File: src/rtl/reg_file_sb.sv
// reg_file_sb: architectural register file with busy scoreboard.
//   Two combinational read ports (rs1/rs2) return data and busy flags.
//   One clocked write port (writereg/rd/writedata) commits at posedge.
//   Issue port (issue_valid/issue_rd) reserves a destination as busy.
//   pending_cnt counts busy registers. Register 0 reads zero and is never busy.
//   Indices >= NREG read zero, are never busy, and are ignored on write/issue.
//   reset is synchronous and active-high; it clears data, busy bits and the count.
// Optional build macro: REGFILE_BYPASS_EN forwards same-cycle writeback data
//   and busy clearing onto the read ports.
module reg_file_sb #(
  parameter int unsigned XLEN = 64,
  parameter int unsigned NREG = 32,
  parameter int unsigned AW   = 5
) (
  input  logic            clk,
  input  logic            reset,
  input  logic [AW-1:0]   rs1,
  input  logic [AW-1:0]   rs2,
  output logic [XLEN-1:0] readdata1,
  output logic [XLEN-1:0] readdata2,
  output logic            rs1_busy,
  output logic            rs2_busy,
  output logic            hazard,
  input  logic            issue_valid,
  input  logic [AW-1:0]   issue_rd,
  input  logic            writereg,
  input  logic [AW-1:0]   rd,
  input  logic [XLEN-1:0] writedata,
  output logic [AW:0]     pending_cnt
);

  localparam logic [AW:0] NREG_W = (AW+1)'(NREG);

  logic [XLEN-1:0] regs [NREG];
  logic [NREG-1:0] busy;

  // Index is writable/trackable: nonzero and inside the array.
  function automatic logic idx_ok(input logic [AW-1:0] i);
    return (i != '0) && ({1'b0, i} < NREG_W);
  endfunction

  logic set_ok, wr_ok, clr_ok, same_rd, cnt_inc, cnt_dec;

  // Scoreboard update qualifiers.
  always_comb begin
    set_ok  = issue_valid && idx_ok(issue_rd);
    wr_ok   = writereg && idx_ok(rd);
    clr_ok  = wr_ok && busy[rd];
    same_rd = set_ok && (issue_rd == rd);
    // A set on an already-busy register adds no producer; a clear that is
    // overridden by a same-cycle set on the same register removes none.
    cnt_inc = set_ok && !busy[issue_rd];
    cnt_dec = clr_ok && !same_rd;
  end

  // Register array, busy bits and outstanding-producer count.
  always_ff @(posedge clk) begin
    if (reset) begin
      for (int i = 0; i < int'(NREG); i++) regs[i] <= '0;
      busy        <= '0;
      pending_cnt <= '0;
    end else begin
      if (wr_ok) regs[rd] <= writedata;
      // Clear first, then set, so a same-register set wins.
      if (clr_ok) busy[rd] <= 1'b0;
      if (set_ok) busy[issue_rd] <= 1'b1;
      pending_cnt <= pending_cnt + (AW+1)'(cnt_inc) - (AW+1)'(cnt_dec);
    end
  end

  logic [XLEN-1:0] arr1, arr2;
  logic            bsy1, bsy2;

  // Raw array lookups, masked for index 0 and out-of-range indices.
  always_comb begin
    arr1 = '0;
    arr2 = '0;
    bsy1 = 1'b0;
    bsy2 = 1'b0;
    if (idx_ok(rs1)) begin
      arr1 = regs[rs1];
      bsy1 = busy[rs1];
    end
    if (idx_ok(rs2)) begin
      arr2 = regs[rs2];
      bsy2 = busy[rs2];
    end
  end

`ifdef REGFILE_BYPASS_EN
  logic byp1, byp2;

  // Forward writeback; busy drops unless a same-cycle issue re-reserves rd.
  always_comb begin
    byp1      = wr_ok && (rs1 == rd);
    byp2      = wr_ok && (rs2 == rd);
    readdata1 = byp1 ? writedata : arr1;
    readdata2 = byp2 ? writedata : arr2;
    rs1_busy  = bsy1 && !(byp1 && !same_rd);
    rs2_busy  = bsy2 && !(byp2 && !same_rd);
  end
`else
  // No forwarding: pre-edge contents and busy state.
  always_comb begin
    readdata1 = arr1;
    readdata2 = arr2;
    rs1_busy  = bsy1;
    rs2_busy  = bsy2;
  end
`endif

  assign hazard = rs1_busy | rs2_busy;

endmodule
File: config.mk
export PLATFORM = sky130hd
export DESIGN_NAME = reg_file_sb
export DESIGN_NICKNAME = d
export VERILOG_FILES = /design/src/rtl/reg_file_sb.sv
export SDC_FILE = /design/constraint.sdc
export NUM_CORES = 2
export LEC_CHECK = 0
export BUFFER_PORTS_ARGS = -buffer_cell sky130_fd_sc_hd__clkbuf_2
export CORE_UTILIZATION = 45
export DETAILED_ROUTE_END_ITERATION = 12
export MAX_ROUTING_LAYER = met4
export PLACE_DENSITY = 0.63
export SKIP_LAST_GASP = 1
export SLEW_MARGIN = 25
export SYNTH_ARGS = -nofsm -noshare
export SYNTH_HDL_FRONTEND = slang
export SYNTH_SLANG_ARGS = --single-unit
File: constraint.sdc
create_clock -name clk -period 11.9 [get_ports clk]
set_clock_uncertainty 0.15 [all_clocks]
set_input_delay 2.975 -clock clk [delete_from_list [all_inputs] [get_ports clk]]
set_output_delay 2.975 -clock clk [all_outputs]
set_load 0.02 [all_outputs]
# Word level (Yosys, flattened, before mapping)
# Memories as Yosys holds them, arrays and structs flattened.
# Index checks and enable logic that the tools add are counted.
# totals
reg_bits	38
latchBits	0
ramBits	2048
romBits	0
input_bits	88
output_inout_bits	137
wordCells	58
memories	1
# op_classes
n_addsub	2
mul	0
div_mod_pow	0
n_lt_le_gt_ge	6
eq_ne	1
n_shift	0
mux	27
bitwise_logic	4
reduce_logical	15
# memory_table
memory	depth	word_bits	rd	rd_clocked_by_memory_dff	write_ports	line	text
regs	32	64	2	0	32	34	logic [XLEN-1:0] regs [NREG];
# ops
op	count
$mux W64	3
$mux W32	3
$reduce_or A64 Y1	1
$and A32 B32 Y32	1
$not A32 Y32	1
$or A32 B32 Y32	1
$lt A5 B6 Y1 const B	4
$bmux W1 S5	4
$reduce_bool A5 Y1	4
$mux W1	14
$demux W1 S5	2
$ge A5 B1 Y1 const B	2
$logic_and A1 B1 Y1	8
$add A6 B1 Y6	1
$sub A6 B1 Y6	1
$eq A5 B5 Y1	1
$mux W5	1
$logic_not A1 Y1	2
$or A1 B1 Y1	1

# Longest topological paths before layout
# logic_depth
depth_word	10
mapped_depth	16
depth_no_buf	14

# Worst setup path after synthesis
# Ideal clock, no wire load.
# synth_timing
kind	input port to flip-flop
start	in rd[3]
end	mem regs[4][0], enable pin
setup_time_ns	0.574
arrival_time_ns	8.483
required_time_ns	11.176
slack_ns	2.692
cell_stages	5
path_buffers	3
cell_sequence	clkbuf_1 or3b_2 clkbuf_1 clkbuf_1 o21ai_0
# synth_rtl
item	line	text
start: declaration	27	input logic [AW-1:0] rd,
end: declaration	34	

# Final worst setup path
# layout_timing
start	in rs1[0]
end	out readdata1[28]
# layout_between
elab_chain_len	2
# layout_rtl
item	line	text
start: declaration	17	input logic [AW-1:0] rs1,
$mem_v2 Z32 W64 / $reduce_bool A5 Y1 (equally long branches)	-	
$mux W64 (*)	80	if (idx_ok(rs1)) begin
end: declaration	19	output logic [XLEN-1:0] readdata1,
# Mark *: on every way between the ends. The rest lies on a longest branch, timed or not.

==> summary.txt <==
status -> finished clean
postcts setup bufs -> 0
met3 Use GR -> 0.0506
Final Cycle Share -> 0.776
EDFF count, synth -> 2048
Residual DRC -> 0
synthesized cell area -> 110000 sq um
Multi-input gate area -> 45700 sq um
commonest non-fill, non-tap cell in the layout -> edfxtp_1
HP Class -> reg -> reg
final setup fails -> 0
clk_lat worst skew -> 870 ps
Bufs and invs on worst path -> 3
CP delay by family, top -> buffers and inverters
R2R Path End -> pending_cnt[4]
type of origin of the critical path -> primary input
H-tree depth -> 4
Worst Max-Slew Pin Slew -> 1180 ps
Top Ports -> 225
# Max-Cap Violations -> 0
setup TNS -> 0 ps
Slowest Stage Delay on Critical Path -> 580 ps
Req. time, crit path -> 8780 ps
vias -> 66500
Nets -> 6741
worst slack, placed -> 2690 ps
initial DRC count -> 9882
syn avg cell area -> 16.5 sq um
post-layout min period -> 9230 ps
R2R Path Start -> busy[9]
GRT Residual Overflow -> 0
crit path kind -> in -> out
initial antenna violation count -> 44
die area -> 247000 sq um
Slew Limit Fails -> 0
Die H -> 497 microns
instance count of the mapped netlist -> 6686
Clock Sinks -> 2086
initial core utilization -> 0.453
Final Hold Vio Count -> 0
Seq/Total Area, Yosys -> 0.565
vias per inst -> 6.61
# resized after CTS -> 0
Rows -> 181
CTS Buffer Depth -> 3
Area growth, synth to finish -> 11.0%
#FFs+latches synth -> 2086
highest clock rate -> 0.108 GHz
busiest metal layer after global routing -> met2
fraction of registers with async set/reset -> 0
Routed WL -> 370 mm
TritonCTS clock tree -> done
max_slew headroom -> 0.216
Layout fillers -> 19800
gr usage total -> 0.308
most frequent cells in the layout -> edfxtp_1, and2_1, mux4_2
Top cell by count, worst path -> mux4_2
crit path cell chain -> buf_8 -> buf_12 -> mux4_2 -> mux4_2 -> nand2_1 -> o21ai_0 -> clkbuf_2
Hold Path End -> busy[0]
vias in the first global route -> 66500
share of cells above drive strength 1 -> 0.306
Primary FF master, synth -> edfxtp_1
hold path depth -> 1
Worst R2R Path Depth -> 14
Netlist cell types -> 53
Arr. time, crit path -> 6110 ps
Hold Buf Count CTS -> 0
RSZ-0062 raised after global routing -> no
synth warn -> 0
RePlAce Congestion -> 0.849
Placeable Area -> 243000 sq um
clock transition at the registers of the reported paths -> 60 ps
CTS root buffer -> clkbuf_16
detailed placement HPWL -> 199 mm
Crit. End Element -> output port
Routed Antenna Nets -> 0
Pre-antenna DRT Iters -> 5
met1 Use GR -> 0.406
Peak VDD IR -> 0.143 mV
buffers added on ports -> 224
DR WL/cell -> 36.8 microns
CP max stage cell -> mux4_2
Inserted Clock Buffers -> 221
crit-path max FO -> 69
met2 Use GR -> 0.479
Seq. cell area -> 62300 sq um
Lkg Pwr -> 41.3 nW
reg-to-reg slack, setup -> 7710 ps
first-pass GRT wire length -> 518 mm
worst setup margin -> 2670 ps
power per cell area -> 145 nW/um^2
width of the die -> 497 microns
worst hold start -> busy[0]
largest net degree at the start of global routing -> 106
## kinds of logic after synthesis
group                      synth area share
and+or+nand+nor                       0.120
xor gates and xnor gates           0.000715
buffers and inverters                0.0286
other                             0.0000340
DFF                                   0.565
AOI/OAI and AO/OA                    0.0159
adders and majority gates          0.000862
muxes                                 0.269
## state kept, by name, indices dropped and copies added (netlist names)
signal,cells
busy,32
pending_cnt,6
regs,2048
## layout make-up
type | count | share of cell area
diodes | 27 | 0.000552
repair buffers | 413 | 0.0259
well taps | 3202 | 0.0327
inverters | 74 | 0.00228
flip-flops and latches | 2086 | 0.509
clock inverters | 134 | 0.0101
multi-input cells | 3850 | 0.373
clock buffers | 266 | 0.0466
## metal layers
metal / wire length (microns) / vias up / share of wire
met5: 0 / - / 0
met2: 177000 / 4531 / 0.48
met3: 39400 / 803 / 0.11
met4: 16500 / 0 / 0.045
li1: - / 25900 / -
met1: 137000 / 35200 / 0.37
## power breakdown
part | internal [mW] | total (mW) | switching, mW
Combinational | 0.982 | 2.25 | 1.27
Clock | 3.77 | 6.78 | 3.01
Sequential | 8.47 | 8.67 | 0.200
Total | 13.2 | 17.7 | 4.48
## cell usage after synthesis (3+ instances only)
| cell | instances | share of area |
|---|---|---|
| a211oi_1 | 23 | 0.0016 |
| a21oi_1 | 40 | 0.0018 |
| a21oi_2 | 7 | 0.00056 |
| a22o_1 | 65 | 0.0052 |
| a22oi_1 | 18 | 0.0012 |
| and2_1 | 1990 | 0.11 |
| buf_1 | 79 | 0.0027 |
| buf_2 | 74 | 0.0034 |
| clkbuf_1 | 584 | 0.020 |
| dfxtp_1 | 38 | 0.0069 |
| edfxtp_1 | 2048 | 0.56 |
| ha_1 | 6 | 0.00068 |
| inv_1 | 73 | 0.0025 |
| mux2_2 | 3 | 0.00031 |
| mux2i_1 | 22 | 0.0020 |
| mux4_2 | 1304 | 0.27 |
| nand2_1 | 79 | 0.0027 |
| nand2b_1 | 3 | 0.00017 |
| nand3_1 | 4 | 0.00018 |
| nand3b_1 | 3 | 0.00020 |
| nor2_1 | 52 | 0.0018 |
| nor2b_1 | 8 | 0.00045 |
| nor3_1 | 16 | 0.00073 |
| nor4_1 | 3 | 0.00017 |
| nor4b_1 | 6 | 0.00048 |
| o21ai_0 | 96 | 0.0044 |
| o22ai_1 | 3 | 0.00017 |
| xnor2_1 | 5 | 0.00040 |
| xor2_1 | 4 | 0.00032 |
## through the flow
step | cell area (sq um) | total power [mW] | hold slack, ps | std cells | util
floorplan | 111000 | 10.3 | 315 | 6749 | -
global placement | 115000 | 11.0 | 376 | 9614 | 0.473
detailed placement | 115000 | 11.1 | 369 | 9624 | 0.474
CTS | 122000 | 17.7 | 377 | 10000 | 0.502
global route | 122000 | 18.2 | 399 | 10000 | 0.503
finish | 122000 | 17.7 | 374 | 10100 | 0.503
## worst max path at each step
stage                          to    from  slack [ps]  depth (start not counted)
global route        readdata1[15]  rs1[0]        2550                          8
floorplan              regs[4][0]   rd[3]        2690                          5
detailed placement  readdata1[18]  rs1[0]        2690                          7
finish              readdata1[28]  rs1[0]        2670                          7
global placement    readdata1[49]  rs1[0]        2570                          7
CTS                 readdata1[18]  rs1[0]        2690                          7
Note: power is estimated with default switching activity, not from simulation.
